## src/rtl/systolic_edge_feeder.sv

```systemverilog
`default_nettype none
// ============================================================================
// Module      : systolic_edge_feeder
// Description : Skews a LANES-wide operand stream onto one systolic-array edge
//               and flags the first k-step of every tile with clr.
//               Optional stall counter enabled by macro FEEDER_STALL_CNT_EN.
// Revision    : 1.0 - initial release
// ============================================================================
module systolic_edge_feeder #(
  parameter int IP_SIZE = 8,
  parameter int LANES   = 4,
  parameter int KW      = 16
) (
  input  logic                     clk,
  input  logic                     rst,
  input  logic                     start_i,
  input  logic [KW-1:0]            k_len_i,
  output logic                     busy_o,
  output logic                     done_o,
  input  logic                     s_valid_i,
  output logic                     s_ready_o,
  input  logic [LANES*IP_SIZE-1:0] s_data_i,
  output logic [LANES*IP_SIZE-1:0] x_out_o,
  output logic [LANES-1:0]         en_out_o,
  output logic [LANES-1:0]         clr_out_o,
  output logic [15:0]              stall_cnt_o
);

  localparam int            DW    = (LANES > 1) ? $clog2(LANES) : 1;
  localparam logic [DW-1:0] DLAST = DW'(LANES - 1);

  localparam logic [1:0] ST_IDLE  = 2'd0;
  localparam logic [1:0] ST_RUN   = 2'd1;
  localparam logic [1:0] ST_DRAIN = 2'd2;

  logic [1:0]    state_q, state_d;
  logic [KW-1:0] klen_q, klen_d;
  logic [KW-1:0] kcnt_q, kcnt_d;
  logic [DW-1:0] dcnt_q, dcnt_d;
  logic          first_q, first_d;
  logic          done_q, done_d;
  logic          w_accept;

  assign s_ready_o = (state_q == ST_RUN);
  assign busy_o    = (state_q == ST_RUN) || (state_q == ST_DRAIN);
  assign done_o    = done_q;
  assign w_accept  = s_valid_i & s_ready_o;

  always_comb begin
    state_d = state_q;
    klen_d  = klen_q;
    kcnt_d  = kcnt_q;
    dcnt_d  = dcnt_q;
    first_d = first_q;
    done_d  = 1'b0;
    case (state_q)
      ST_IDLE: begin
        if (start_i) begin
          if (k_len_i != '0) begin
            state_d = ST_RUN;
            klen_d  = k_len_i;
            kcnt_d  = '0;
            first_d = 1'b1;
          end else begin
            done_d = 1'b1;
          end
        end
      end
      ST_RUN: begin
        if (w_accept) begin
          kcnt_d  = kcnt_q + KW'(1);
          first_d = 1'b0;
          // klen_q is never zero here, so the subtraction cannot wrap
          if (kcnt_q == klen_q - KW'(1)) begin
            state_d = ST_DRAIN;
            dcnt_d  = '0;
          end
        end
      end
      ST_DRAIN: begin
        dcnt_d = dcnt_q + DW'(1);
        if (dcnt_q == DLAST) begin
          state_d = ST_IDLE;
          done_d  = 1'b1;
        end
      end
      default: state_d = ST_IDLE;
    endcase
  end

  always_ff @(posedge clk) begin
    if (rst) begin
      state_q <= ST_IDLE;
      klen_q  <= '0;
      kcnt_q  <= '0;
      dcnt_q  <= '0;
      first_q <= 1'b0;
      done_q  <= 1'b0;
    end else begin
      state_q <= state_d;
      klen_q  <= klen_d;
      kcnt_q  <= kcnt_d;
      dcnt_q  <= dcnt_d;
      first_q <= first_d;
      done_q  <= done_d;
    end
  end

  // Lane gi carries its own operand through gi+1 register stages
  for (genvar gi = 0; gi < LANES; gi++) begin : g_lane
    logic               en_q  [0:gi];
    logic               clr_q [0:gi];
    logic [IP_SIZE-1:0] x_q   [0:gi];

    always_ff @(posedge clk) begin
      if (rst) begin
        for (int j = 0; j <= gi; j++) begin
          en_q[j]  <= 1'b0;
          clr_q[j] <= 1'b0;
          x_q[j]   <= '0;
        end
      end else begin
        en_q[0]  <= w_accept;
        clr_q[0] <= w_accept & first_q;
        x_q[0]   <= w_accept ? s_data_i[gi*IP_SIZE +: IP_SIZE] : '0;
        for (int j = 1; j <= gi; j++) begin
          en_q[j]  <= en_q[j-1];
          clr_q[j] <= clr_q[j-1];
          x_q[j]   <= x_q[j-1];
        end
      end
    end

    assign en_out_o[gi]                     = en_q[gi];
    assign clr_out_o[gi]                    = clr_q[gi];
    assign x_out_o[gi*IP_SIZE +: IP_SIZE]   = x_q[gi];
  end

`ifdef FEEDER_STALL_CNT_EN
  logic [15:0] stall_q;

  always_ff @(posedge clk) begin
    if (rst) begin
      stall_q <= 16'h0;
    end else if ((state_q == ST_IDLE) && start_i) begin
      stall_q <= 16'h0;
    end else if ((state_q == ST_RUN) && !s_valid_i && (stall_q != 16'hFFFF)) begin
      stall_q <= stall_q + 16'h1;
    end
  end

  assign stall_cnt_o = stall_q;
`else
  assign stall_cnt_o = 16'h0;
`endif

endmodule
`default_nettype wire

```

## config.mk

```make
export PLATFORM = sky130hd
export DESIGN_NAME = systolic_edge_feeder
export DESIGN_NICKNAME = d
export VERILOG_FILES = /design/src/rtl/systolic_edge_feeder.sv
export SDC_FILE = /design/constraint.sdc
export NUM_CORES = 1
export LEC_CHECK = 0
export ABC_AREA = 1
export BUFFER_PORTS_ARGS = -buffer_cell sky130_fd_sc_hd__buf_4
export CORE_AREA = 2 2 121 94
export CTS_BUF_LIST = sky130_fd_sc_hd__clkbuf_8
export DETAILED_ROUTE_END_ITERATION = 12
export DIE_AREA = 0 0 123 96
export PLACE_DENSITY = 0.75
export SYNTH_ARGS = -nofsm -noshare
export SYNTH_HDL_FRONTEND = slang
export SYNTH_SLANG_ARGS = --single-unit
```

## constraint.sdc

```tcl
create_clock -name clk -period 2.4 [get_ports clk]
set_input_delay 0.12 -clock clk [delete_from_list [all_inputs] [get_ports clk]]
set_output_delay 0.12 -clock clk [all_outputs]
set_load 0.03 [all_outputs]
```

==> run_summary.xml, run 1 <==
<?xml version="1.0" encoding="UTF-8"?>
<metrics>
  <group name="clock_tree">
    <metric name="clkTransAtPathRegs" unit="ps">80</metric>
    <metric name="clock-root-buffer" unit="">clkbuf_8</metric>
    <metric name="h-tree-depth" unit="">4</metric>
    <metric name="cts_buffer_depth" unit="">2</metric>
    <metric name="tritoncts" unit="">yes</metric>
    <metric name="worst_skew_pair.late_latency" unit="ps">420</metric>
    <metric name="cts_buffer_count" unit="">17</metric>
    <metric name="cts.repair_timing.setup_buffer_count" unit="">0</metric>
    <metric name="cts_num_sinks" unit="">126</metric>
  </group>
  <group name="timing">
    <metric name="slew-limit-headroom" unit="">0.3465</metric>
    <metric name="maxClockFrequency" unit="MHz">471.7</metric>
    <metric name="transition_at_the_pin_with_the_smallest_max_transition_slack" unit="ps">979.2</metric>
    <metric name="report.final.hold_viol_count" unit="">0</metric>
    <metric name="rsz0062_at_grt" unit="">false</metric>
    <metric name="final.setup_skew" unit="ps">8.774</metric>
    <metric name="final_max_slew_viol_count" unit="">0</metric>
    <metric name="tns" unit="ps">0</metric>
    <metric name="finalHoldWorstSlack" unit="ps">26.38</metric>
    <metric name="period_share" unit="">0.8834</metric>
    <metric name="setup_viol" unit="">0</metric>
    <metric name="period_minus_slack" unit="ps">2120</metric>
  </group>
  <group name="final_layout">
    <metric name="layout.cell_area.non_filler" unit="sq um">6526</metric>
    <metric name="layout_fillers" unit="">879</metric>
    <metric name="synthToLayoutAreaGrowth" unit="%">26.39</metric>
    <metric name="n_antenna_cell" unit="">0</metric>
    <metric name="fin_nets" unit="">858</metric>
    <metric name="final_core_util" unit="">0.6126</metric>
    <metric name="commonest_non_fill_non_tap_cell_in_the_layout" unit="">nor2_1</metric>
    <metric name="fin_cells" unit="">953</metric>
    <metric name="mostFrequentLayoutCells" unit="">150 x nor2_1, 133 x inv_1, 126 x dfxtp_1</metric>
    <metric name="share_of_post_route_cells_with_drive_strength_above_1" unit="">0.1820</metric>
  </group>
  <group name="synth">
    <metric name="combinational_family_with_the_most_area_after_synthesis" unit="">simple AND/OR/NAND/NOR gates</metric>
    <metric name="muxShareOfSynthArea" unit="">0</metric>
    <metric name="synth.yosys.seq_area_share" unit="">0.4885</metric>
    <metric name="yosys-top-cells-area" unit="">dfxtp_1 49%, nor2_1 11%, inv_1 9.6%, buf_4 7.1%, nand2_1 6.3%</metric>
    <metric name="post_synth_xor_area_fraction" unit="">0.02544</metric>
    <metric name="post_synth_inst_count" unit="">686</metric>
    <metric name="yosys_register_bits" unit="">126</metric>
    <metric name="synth-warning-count" unit="">0</metric>
    <metric name="synth_top_cell_area_share" unit="">0.4885</metric>
    <metric name="synth-compound-area-share" unit="">0.06203</metric>
    <metric name="post_synth_instance_area" unit="sq um">5164</metric>
    <metric name="synthSimpleGateAreaFrac" unit="">0.2295</metric>
    <metric name="post-synth-top-area-cell" unit="">dfxtp_1</metric>
    <metric name="synth_area_per_cell" unit="sq um">7.527</metric>
    <metric name="synth_fa_ha_area_frac" unit="">0.01454</metric>
    <metric name="netlist-cell-type-count" unit="">33</metric>
  </group>
  <group name="global_routing">
    <metric name="grt_first_pass_wirelength" unit="um">18700</metric>
    <metric name="first_global_vias" unit="">4188</metric>
    <metric name="track_usage" unit="">0.2051</metric>
    <metric name="largest_net_degree_at_the_start_of_global_routing" unit="">42</metric>
    <metric name="grt_antenna_before_repair" unit="">0</metric>
    <metric name="gr-total-overflow" unit="">0</metric>
  </group>
  <group name="power">
    <metric name="switching_power_of_the_nets" unit="W">0.002236</metric>
    <metric name="comb_power_share" unit="">0.313</metric>
    <metric name="share_seq_of_total_power" unit="">0.406</metric>
    <metric name="switching_share" unit="">0.3748</metric>
    <metric name="pwr_density_cell" unit="nW/um^2">914.2</metric>
    <metric name="p_clk_frac" unit="">0.281</metric>
    <metric name="p_int" unit="W">0.003730</metric>
    <metric name="ir_drop" unit="mV">0.5822</metric>
    <metric name="cellLeakagePower" unit="nW">3.080</metric>
  </group>
  <group name="placement">
    <metric name="placedInstanceArea" unit="sq um">5707</metric>
    <metric name="dp_hpwl" unit="um">7646</metric>
    <metric name="gp_routability_congestion" unit="">0.9193</metric>
    <metric name="placed_cells_incl_taps" unit="">876</metric>
    <metric name="placement.io_buffers" unit="">94</metric>
  </group>
  <group name="detailed_routing">
    <metric name="drtAntennaViolNets" unit="">0</metric>
    <metric name="detail_route.drc_violations" unit="">0</metric>
    <metric name="drt-initial-drc-count" unit="">196</metric>
    <metric name="routed_wl" unit="um">11250</metric>
    <metric name="route.detailed.vias_per_inst" unit="">4.453</metric>
    <metric name="drt-pass1-iter-count" unit="">5</metric>
    <metric name="final_routed_wire_length_divided_by_cell_count" unit="um">11.80</metric>
    <metric name="detailroute.via_count" unit="">4244</metric>
  </group>
  <group name="worst_setup_path">
    <metric name="timing_worst_setup_path_type" unit="">reg -&gt; reg</metric>
    <metric name="timing.critical_path.to_type" unit="">flip-flop</metric>
    <metric name="timing.critical_path.cells" unit="">inv_1 &gt; ha_1 &gt; inv_2 &gt; nand2_1 &gt; a21oi_2 &gt; nand2_4 &gt; inv_4 &gt; nand2_4 &gt; nor3_4 &gt; nand2_1 &gt; nor3b_1 &gt; nor2_1</metric>
    <metric name="crit_required" unit="ps">2710</metric>
    <metric name="worstSetupStartpointType" unit="">flip-flop</metric>
    <metric name="crit_fanout" unit="">8</metric>
    <metric name="critPathSlowestCell" unit="">dfxtp_1</metric>
    <metric name="timing.critical_path.slowest_cell_delay" unit="ps">350</metric>
    <metric name="arrival" unit="ps">2430</metric>
  </group>
  <group name="floorplanning">
    <metric name="die_h" unit="um">96</metric>
    <metric name="pin_count" unit="">111</metric>
    <metric name="initial_core_util" unit="">0.4847</metric>
    <metric name="coreArea" unit="sq um">10650</metric>
    <metric name="number_of_placement_rows" unit="">33</metric>
    <metric name="die_width" unit="um">123</metric>
    <metric name="die-area" unit="sq um">11810</metric>
  </group>
  <group name="run_status">
    <metric name="status" unit="">finished clean</metric>
  </group>
  <group name="min_path">
    <metric name="worstHoldPathType" unit="">in -&gt; reg</metric>
  </group>
  <group name="flow_run">
    <metric name="drv.max_cap_violation_count" unit="">0</metric>
  </group>
</metrics>
-- final timing paths --
kind                                        start                               to  slack (ps)  cells past startpoint
setup / recovery          state_q[1]$_SDFFE_PP0P_           kcnt_q[9]$_SDFFE_PP0P_         280                     12
hold / removal                         k_len_i[2]           klen_q[2]$_SDFFE_PP0P_          30                      3
setup reg to reg          state_q[1]$_SDFFE_PP0P_           kcnt_q[9]$_SDFFE_PP0P_         280                     12
hold reg to reg   g_lane[3].x_q[0][20]$_SDFF_PP0_  g_lane[3].x_q[0][28]$_SDFF_PP0_         400                      2
-- power by group through the flow --
stage	logic, W	registers, W	clock network (W)
6_report	0.00187	0.00242	0.00168
3_3_place_gp	0.00171	0.00246	0
5_1_grt	0.00209	0.00245	0.00181
3_5_place_dp	0.00178	0.00247	0
4_1_cts	0.00185	0.00242	0.00170
2_1_floorplan	0.00137	0.00244	0
-- Yosys cell counts (all sizes together) --
master / number
a22oi: 1
a21oi: 26
nor3b: 1
a211oi: 1
inv: 135
nand2: 95
a41oi: 1
or2: 1
a21o: 1
nor3: 6
buf: 53
conb: 1
xnor2: 6
ha: 6
nand3: 18
xor2: 9
o21bai: 2
nor2: 155
o21ai: 28
clkbuf: 9
dfxtp: 126
nand3b: 5
-- sequential cells by signal (all words and copies together) (netlist names) --
register	cells
g_lane.x_q	80
kcnt_q	16
klen_q	16
g_lane.clr_q	4
g_lane.en_q	4
dcnt_q	2
state_q	2
done_o	1
first_q	1
-- logic make-up (layout without fill, tap and decap cells) --
group / Yosys count / count (layout)
and+or+nand+nor: 281 / 281
buffers and inverters: 197 / 309
xor gates and xnor gates: 15 / 15
adders and majority gates: 6 / 6
AOI/OAI and AO/OA: 60 / 60
other: 1 / 16
DFF: 126 / 126
-- area by class of cell --
cell class / count / area (sq um) / area share
multi-input cells: 378 / 1772 / 0.2715
flip-flops and latches: 126 / 2522 / 0.3865
clock inverters: 13 / 107.6 / 0.01649
clock buffers: 19 / 261.5 / 0.04007
well taps: 140 / 175.2 / 0.02684
repair buffers: 142 / 1179 / 0.1806
inverters: 135 / 509.2 / 0.07803
-- stage by stage --
stage,setup WS (ps),total power (W)
global route,23.49,0.006344
finish,279.9,0.005966
global placement,492.5,0.004170
CTS,290.8,0.005971
detailed placement,341.4,0.004248
floorplan,450.0,0.003812
-- layer usage --
layer  global-route usage  wire, um
met5                    0         0
met4              0.07197       179
met3              0.06872       759
met2               0.3508      5435
met1               0.2421      4875
-- timing repair --
item	in CTS	in global routing
setup endpoints to repair	0	0
hold endpoints to repair	48	0
hold buffers	45	0
resized for setup	0	0
-- worst max-delay path, delay by kind of cell, from the launching register on --
family	cells	cell delay (ps)
compound gates	1	190
fa+ha+maj	1	270
buf+inv	3	310
flops	1	350
simple gates	7	880
(Power assumes the default switching activity.)
==> run 2, diff against run 1 <==
- BUFFER_PORTS_ARGS: -buffer_cell sky130_fd_sc_hd__buf_4 -> -buffer_cell sky130_fd_sc_hd__clkbuf_2
==> run_summary.xml, run 2 (synthesis results as in run 1) <==
<?xml version="1.0" encoding="UTF-8"?>
<metrics>
  <group name="global_routing">
    <metric name="largest_net_degree_at_the_start_of_global_routing" unit="">34</metric>
    <metric name="gr-total-overflow" unit="">0</metric>
    <metric name="first_global_vias" unit="">3942</metric>
    <metric name="grt_first_pass_wirelength" unit="um">17770</metric>
    <metric name="track_usage" unit="">0.1937</metric>
    <metric name="grt_antenna_before_repair" unit="">0</metric>
  </group>
  <group name="final_layout">
    <metric name="n_antenna_cell" unit="">0</metric>
    <metric name="biggestRegsByFlops" unit="">g_lane.x_q: 80 flops, kcnt_q: 16 flops, klen_q: 16 flops</metric>
    <metric name="share_of_post_route_cells_with_drive_strength_above_1" unit="">0.1843</metric>
    <metric name="commonest_non_fill_non_tap_cell_in_the_layout" unit="">nor2_1</metric>
    <metric name="final_core_util" unit="">0.5970</metric>
    <metric name="fin_nets" unit="">859</metric>
    <metric name="mostFrequentLayoutCells" unit="">150 x nor2_1, 132 x inv_1, 126 x dfxtp_1</metric>
    <metric name="largest_register_ff_count" unit="">80</metric>
    <metric name="synthToLayoutAreaGrowth" unit="%">23.16</metric>
    <metric name="fin_cells" unit="">954</metric>
    <metric name="register_with_the_most_flip_flops" unit="">g_lane.x_q</metric>
  </group>
  <group name="min_path">
    <metric name="min_path_cells" unit="">3</metric>
    <metric name="holdCritStartpoint" unit="">k_len_i[4]</metric>
    <metric name="worstHoldPathType" unit="">in -&gt; reg</metric>
    <metric name="worstHoldEndpoint" unit="">klen_q[4]$_SDFFE_PP0P_</metric>
  </group>
  <group name="detailed_routing">
    <metric name="drt-initial-drc-count" unit="">192</metric>
    <metric name="route.detailed.vias_per_inst" unit="">4.434</metric>
    <metric name="detailroute.via_count" unit="">4230</metric>
    <metric name="wl_met3" unit="um">710</metric>
    <metric name="final_routed_wire_length_divided_by_cell_count" unit="um">11.25</metric>
    <metric name="drt-pass1-iter-count" unit="">5</metric>
    <metric name="top_signal_layer_used" unit="">met4</metric>
    <metric name="detail_route.drc_violations" unit="">0</metric>
    <metric name="wl_met2" unit="um">5194</metric>
    <metric name="wirelength_met1" unit="um">4648</metric>
    <metric name="drtAntennaViolNets" unit="">0</metric>
    <metric name="routed_wl" unit="um">10740</metric>
  </group>
  <group name="worst_setup_path">
    <metric name="crit_top_cell" unit="">nand2_1</metric>
    <metric name="worst_path_dominant_cell_family" unit="">simple AND/OR/NAND/NOR gates</metric>
    <metric name="timing.critical_path.to_type" unit="">flip-flop</metric>
    <metric name="setup.reg_to_reg.worst_slack" unit="ps">440</metric>
    <metric name="r2r_end" unit="">dcnt_q[0]$_SDFFE_PP0P_</metric>
    <metric name="timing.critical_path.cells" unit="">inv_1 &gt; ha_1 &gt; nand2_2 &gt; nor2_2 &gt; nand2_1 &gt; nand2_1 &gt; nand2_1 &gt; nor2_1 &gt; nand2_1 &gt; nor2_1 &gt; nand3_1 &gt; nand2_2 &gt; nand2_1 &gt; nand2_1 &gt; a21oi_1</metric>
    <metric name="setup.worst_path.start" unit="">klen_q[0]$_SDFFE_PP0P_</metric>
    <metric name="timing_worst_setup_path_type" unit="">reg -&gt; reg</metric>
    <metric name="crit_fanout" unit="">5</metric>
    <metric name="worstSetupStartpointType" unit="">flip-flop</metric>
    <metric name="worstPathBufferInverterCount" unit="">1</metric>
    <metric name="timing.critical_path.slowest_cell_delay" unit="ps">320</metric>
    <metric name="arrival" unit="ps">2270</metric>
    <metric name="critPathSlowestCell" unit="">dfxtp_1</metric>
    <metric name="critical_path.reg2reg.startpoint" unit="">klen_q[0]$_SDFFE_PP0P_</metric>
    <metric name="crit_required" unit="ps">2710</metric>
    <metric name="worst-r2r-cell-count" unit="">15</metric>
  </group>
  <group name="placement">
    <metric name="placed_cells_incl_taps" unit="">877</metric>
    <metric name="placement.io_buffers" unit="">94</metric>
    <metric name="dp_hpwl" unit="um">7146</metric>
    <metric name="gp_routability_congestion" unit="">0.8982</metric>
  </group>
  <group name="timing">
    <metric name="finalHoldWorstSlack" unit="ps">26.21</metric>
    <metric name="tns" unit="ps">0</metric>
    <metric name="period_share" unit="">0.8176</metric>
    <metric name="period_minus_slack" unit="ps">1962</metric>
    <metric name="final_max_slew_viol_count" unit="">0</metric>
    <metric name="report.final.hold_viol_count" unit="">0</metric>
    <metric name="transition_at_the_pin_with_the_smallest_max_transition_slack" unit="ps">991.0</metric>
    <metric name="final.setup_skew" unit="ps">9.897</metric>
    <metric name="maxClockFrequency" unit="MHz">509.6</metric>
    <metric name="rsz0062_at_grt" unit="">false</metric>
    <metric name="slew-limit-headroom" unit="">0.3386</metric>
    <metric name="setup_viol" unit="">0</metric>
  </group>
  <group name="flow_run">
    <metric name="drv.max_cap_violation_count" unit="">0</metric>
  </group>
  <group name="run_status">
    <metric name="status" unit="">finished clean</metric>
  </group>
  <group name="power">
    <metric name="switching_power_of_the_nets" unit="W">0.002238</metric>
    <metric name="ir_drop" unit="mV">0.5240</metric>
    <metric name="share_seq_of_total_power" unit="">0.391</metric>
    <metric name="p_clk_frac" unit="">0.321</metric>
    <metric name="switching_share" unit="">0.3615</metric>
    <metric name="pwr_density_cell" unit="nW/um^2">973.6</metric>
    <metric name="cellLeakagePower" unit="nW">3.042</metric>
    <metric name="p_int" unit="W">0.003953</metric>
    <metric name="pnr_total_power" unit="W">0.006192</metric>
    <metric name="comb_power_share" unit="">0.288</metric>
  </group>
  <group name="floorplanning">
    <metric name="coreArea" unit="sq um">10650</metric>
    <metric name="die_width" unit="um">123</metric>
    <metric name="die_h" unit="um">96</metric>
    <metric name="pin_count" unit="">111</metric>
    <metric name="initial_core_util" unit="">0.4847</metric>
    <metric name="number_of_placement_rows" unit="">33</metric>
    <metric name="die-area" unit="sq um">11810</metric>
  </group>
  <group name="clock_tree">
    <metric name="worst_skew_pair.late_latency" unit="ps">430</metric>
    <metric name="cts_buffer_count" unit="">17</metric>
    <metric name="cts_buffer_depth" unit="">2</metric>
    <metric name="clock-root-buffer" unit="">clkbuf_8</metric>
    <metric name="cts.repair_timing.setup_buffer_count" unit="">0</metric>
    <metric name="cts_num_sinks" unit="">126</metric>
    <metric name="h-tree-depth" unit="">4</metric>
    <metric name="tritoncts" unit="">yes</metric>
    <metric name="clkTransAtPathRegs" unit="ps">70</metric>
  </group>
</metrics>
==> run 2: cell types whose count changed in the layout (fill, tap and decap cells not counted) <==
cell,change
clkinv_4,-3
inv_8,+1
buf_4,-93
inv_1,-1
inv_6,+2
bufinv_16,+3
clkbuf_8,-2
clkbuf_2,+94
==> run 2: worst register-to-register path: cells and delay by family (launching register included) <==
family / cells / cell delay (ps)
and+or+nand+nor: 12 / 1070
DFF: 1 / 320
adders and majority gates: 1 / 270
AOI/OAI and AO/OA: 1 / 50
buffers and inverters: 1 / 140
==> run 2: what timing repair did <==
action                                  4_1_cts  5_1_grt
hold endpoints to repair                     45        0
gates resized for setup                       0        0
endpoints found under the setup margin        0        0
hold buffers                                 45        0
==> run 2: cell type report <==
| type | instances | area, sq um |
|---|---|---|
| Sequential cell | 126 | 2522 |
| Clock inverter | 15 | 196.4 |
| Timing Repair Buffer | 143 | 950.9 |
| Fill cell | 889 | 4293 |
| Inverter | 135 | 509.2 |
| Tap cell | 140 | 175.2 |
| Multi-Input combinational cell | 378 | 1772 |
| Clock buffer | 17 | 234.0 |
==> run 2: how the worst max path moves through the flow <==
stage	to	slack [ps]	cells past startpoint
2_1_floorplan	kcnt_q[9]$_SDFFE_PP0P_	450	11
3_3_place_gp	kcnt_q[15]$_SDFFE_PP0P_	510	14
3_5_place_dp	kcnt_q[15]$_SDFFE_PP0P_	460	14
4_1_cts	kcnt_q[15]$_SDFFE_PP0P_	450	13
5_1_grt	kcnt_q[15]$_SDFFE_PP0P_	200	14
6_report	dcnt_q[0]$_SDFFE_PP0P_	440	15
==> run 2: power by group through the flow <==
stage,registers (W),logic (W),clock network [W]
6_report,0.00242,0.00178,0.00199
5_1_grt,0.00244,0.00201,0.00212
4_1_cts,0.00242,0.00177,0.00202
3_5_place_dp,0.00246,0.00170,0
3_3_place_gp,0.00246,0.00168,0
2_1_floorplan,0.00244,0.00137,0
==> run 2: layer usage <==
layer | vias up | GRT usage
met5 | - | 0
met4 | 0 | 0.08239
met3 | 19 | 0.06102
met2 | 134 | 0.3186
met1 | 1876 | 0.2357
li1 | 2201 | -
==> run 2: stage by stage <==
step	cell area [sq um]	setup slack [ps]
after CTS	6360	452.9
after global placement	5479	505.4
after floorplan	5220	450.0
after detailed placement	5479	463.9
after global routing	6360	200.8
final	6360	437.8
==> run 3, diff against run 2 <==
- clock period: 2.4 -> 2.05 ns (I/O delays scaled with it)
==> run_summary.xml, run 3 (synthesis results as in run 1) <==
<?xml version="1.0" encoding="UTF-8"?>
<metrics>
  <group name="worst_setup_path">
    <metric name="worstSetupStartpointType" unit="">flip-flop</metric>
    <metric name="timing_worst_setup_path_type" unit="">reg -&gt; reg</metric>
    <metric name="critical_path.reg2reg.startpoint" unit="">state_q[1]$_SDFFE_PP0P_</metric>
    <metric name="setup.reg_to_reg.worst_slack" unit="ps">140</metric>
    <metric name="arrival" unit="ps">2270</metric>
    <metric name="crit_fanout" unit="">6</metric>
    <metric name="worst-r2r-cell-count" unit="">11</metric>
    <metric name="crit_required" unit="ps">2400</metric>
    <metric name="timing.critical_path.to_type" unit="">flip-flop</metric>
    <metric name="r2r_end" unit="">kcnt_q[12]$_SDFFE_PP0P_</metric>
  </group>
  <group name="final_layout">
    <metric name="synthToLayoutAreaGrowth" unit="%">25.68</metric>
    <metric name="biggestRegsByFlops" unit="">g_lane.x_q: 80 flops, kcnt_q: 16 flops, klen_q: 16 flops</metric>
    <metric name="mostFrequentLayoutCells" unit="">149 x nor2_1, 130 x inv_1, 122 x dfxtp_1</metric>
    <metric name="register_with_the_most_flip_flops" unit="">g_lane.x_q</metric>
    <metric name="share_of_post_route_cells_with_drive_strength_above_1" unit="">0.2027</metric>
    <metric name="commonest_non_fill_non_tap_cell_in_the_layout" unit="">nor2_1</metric>
    <metric name="fin_nets" unit="">864</metric>
    <metric name="largest_register_ff_count" unit="">80</metric>
    <metric name="n_antenna_cell" unit="">0</metric>
  </group>
  <group name="timing">
    <metric name="final.setup_skew" unit="ps">16.46</metric>
    <metric name="setup_viol" unit="">0</metric>
    <metric name="period_minus_slack" unit="ps">1913</metric>
    <metric name="slew-limit-headroom" unit="">0.6176</metric>
    <metric name="report.final.hold_viol_count" unit="">0</metric>
    <metric name="maxClockFrequency" unit="MHz">522.8</metric>
    <metric name="transition_at_the_pin_with_the_smallest_max_transition_slack" unit="ps">573.6</metric>
    <metric name="period_share" unit="">0.9330</metric>
    <metric name="final_max_slew_viol_count" unit="">0</metric>
    <metric name="finalHoldWorstSlack" unit="ps">24.27</metric>
  </group>
  <group name="global_routing">
    <metric name="track_usage" unit="">0.2045</metric>
    <metric name="largest_net_degree_at_the_start_of_global_routing" unit="">60</metric>
    <metric name="grt_antenna_before_repair" unit="">0</metric>
    <metric name="gr-total-overflow" unit="">0</metric>
    <metric name="first_global_vias" unit="">4121</metric>
    <metric name="grt_first_pass_wirelength" unit="um">18730</metric>
  </group>
  <group name="floorplanning">
    <metric name="initial_core_util" unit="">0.4847</metric>
    <metric name="die_h" unit="um">96</metric>
    <metric name="die_width" unit="um">123</metric>
    <metric name="number_of_placement_rows" unit="">33</metric>
    <metric name="coreArea" unit="sq um">10650</metric>
    <metric name="die-area" unit="sq um">11810</metric>
    <metric name="pin_count" unit="">111</metric>
  </group>
  <group name="power">
    <metric name="share_seq_of_total_power" unit="">0.380</metric>
    <metric name="cellLeakagePower" unit="nW">3.084</metric>
    <metric name="switching_power_of_the_nets" unit="W">0.002695</metric>
    <metric name="pnr_total_power" unit="W">0.007488</metric>
    <metric name="p_clk_frac" unit="">0.310</metric>
    <metric name="comb_power_share" unit="">0.310</metric>
    <metric name="ir_drop" unit="mV">1.032</metric>
    <metric name="switching_share" unit="">0.3599</metric>
    <metric name="pwr_density_cell" unit="nW/um^2">1154</metric>
    <metric name="p_int" unit="W">0.004793</metric>
  </group>
  <group name="clock_tree">
    <metric name="cts_buffer_depth" unit="">2</metric>
    <metric name="worst_skew_pair.late_latency" unit="ps">430</metric>
    <metric name="clock-root-buffer" unit="">clkbuf_8</metric>
    <metric name="cts_num_sinks" unit="">126</metric>
    <metric name="tritoncts" unit="">yes</metric>
    <metric name="h-tree-depth" unit="">4</metric>
    <metric name="cts_buffer_count" unit="">17</metric>
    <metric name="clkTransAtPathRegs" unit="ps">90</metric>
  </group>
  <group name="min_path">
    <metric name="worstHoldPathType" unit="">in -&gt; reg</metric>
    <metric name="min_path_cells" unit="">3</metric>
    <metric name="worstHoldEndpoint" unit="">klen_q[2]$_SDFFE_PP0P_</metric>
    <metric name="holdCritStartpoint" unit="">k_len_i[2]</metric>
  </group>
  <group name="detailed_routing">
    <metric name="detailroute.via_count" unit="">4291</metric>
    <metric name="drt-pass1-iter-count" unit="">5</metric>
    <metric name="final_routed_wire_length_divided_by_cell_count" unit="um">12.08</metric>
    <metric name="drtAntennaViolNets" unit="">0</metric>
    <metric name="drt-initial-drc-count" unit="">204</metric>
    <metric name="detail_route.drc_violations" unit="">0</metric>
    <metric name="routed_wl" unit="um">11590</metric>
    <metric name="route.detailed.vias_per_inst" unit="">4.474</metric>
  </group>
  <group name="placement">
    <metric name="placement.io_buffers" unit="">94</metric>
    <metric name="gp_routability_congestion" unit="">0.8997</metric>
    <metric name="dp_hpwl" unit="um">7068</metric>
  </group>
  <group name="flow_run">
    <metric name="drv.max_cap_violation_count" unit="">0</metric>
  </group>
  <group name="run_status">
    <metric name="status" unit="">finished clean</metric>
  </group>
</metrics>
## run 3: changes by cell type in the layout (fill, tap and decap cells not counted), moves of 3 or more
cell	before	now
dfxtp_2	0	3
dfxtp_1	126	122
ha_4	0	3
dlygate4sd3_1	45	48
ha_1	6	3
nand2_2	6	9
nand2_1	87	84
## run 3: how the worst max path moves through the flow
stage | cells past startpoint | slack [ps] | start | endpoint
2_1_floorplan | 11 | 100 | state_q[1]$_SDFFE_PP0P_ | kcnt_q[9]$_SDFFE_PP0P_
3_3_place_gp | 13 | 150 | state_q[1]$_SDFFE_PP0P_ | kcnt_q[13]$_SDFFE_PP0P_
3_5_place_dp | 14 | 80 | state_q[1]$_SDFFE_PP0P_ | kcnt_q[15]$_SDFFE_PP0P_
4_1_cts | 14 | 60 | state_q[1]$_SDFFE_PP0P_ | kcnt_q[15]$_SDFFE_PP0P_
5_1_grt | 13 | -7 | state_q[0]$_SDFFE_PP0P_ | kcnt_q[13]$_SDFFE_PP0P_
6_report | 11 | 140 | state_q[1]$_SDFFE_PP0P_ | kcnt_q[12]$_SDFFE_PP0P_
## run 3: stage by stage
step                setup WS [ps]  TNS, ps  std cells  cell area [sq um]  utilization
floorplan                   99.96        0        701               5220            -
global placement            148.6        0        877               5479       0.5143
detailed placement          81.87        0        877               5479       0.5143
CTS                         64.38        0        957               6392       0.6001
global route               -6.578   -12.96        959               6490       0.6092
finish                      137.4        0        959               6490       0.6092
## run 3: final cells by class
type / count / area [sq um]
Clock buffer: 17 / 234.0
Clock inverter: 15 / 198.9
Fill cell: 867 / 4163
Inverter: 135 / 511.7
Multi-Input combinational cell: 378 / 1832
Sequential cell: 126 / 2530
Tap cell: 140 / 175.2
Timing Repair Buffer: 148 / 1008
## run 3: metal layers
layer / track usage / routed length, um
met4: 0.08333 / 257
met5: 0 / 0
met2: 0.3522 / 5689
met1: 0.2448 / 4960
met3: 0.05273 / 682
## run 3: power by group through the flow
stage	clock, W	sequential (W)	combinational (W)
global route	0.00246	0.00288	0.00260
detailed placement	0	0.00288	0.00198
finish	0.00232	0.00285	0.00232
global placement	0	0.00288	0.00196
CTS	0.00234	0.00283	0.00206
floorplan	0	0.00286	0.00160
## run 3: worst max-delay path, stage by stage, from the launching register on
cell and delay [ps]:
dfxtp_2 340, inv_2 60, ha_4 180, inv_2 70, nand2_1 60, a21oi_2 170, nand2_4 100, buf_12 140
nor3_4 230, nand3_1 150, or2_0 220, a21oi_1 120
## run 3: timing repair
action / in CTS / in global routing
gates resized for setup: 0 / 22
hold endpoints to repair: 47 / 0
hold buffers: 48 / 0
buffers inserted: 0 / 2
endpoints found under the setup margin: 0 / 10
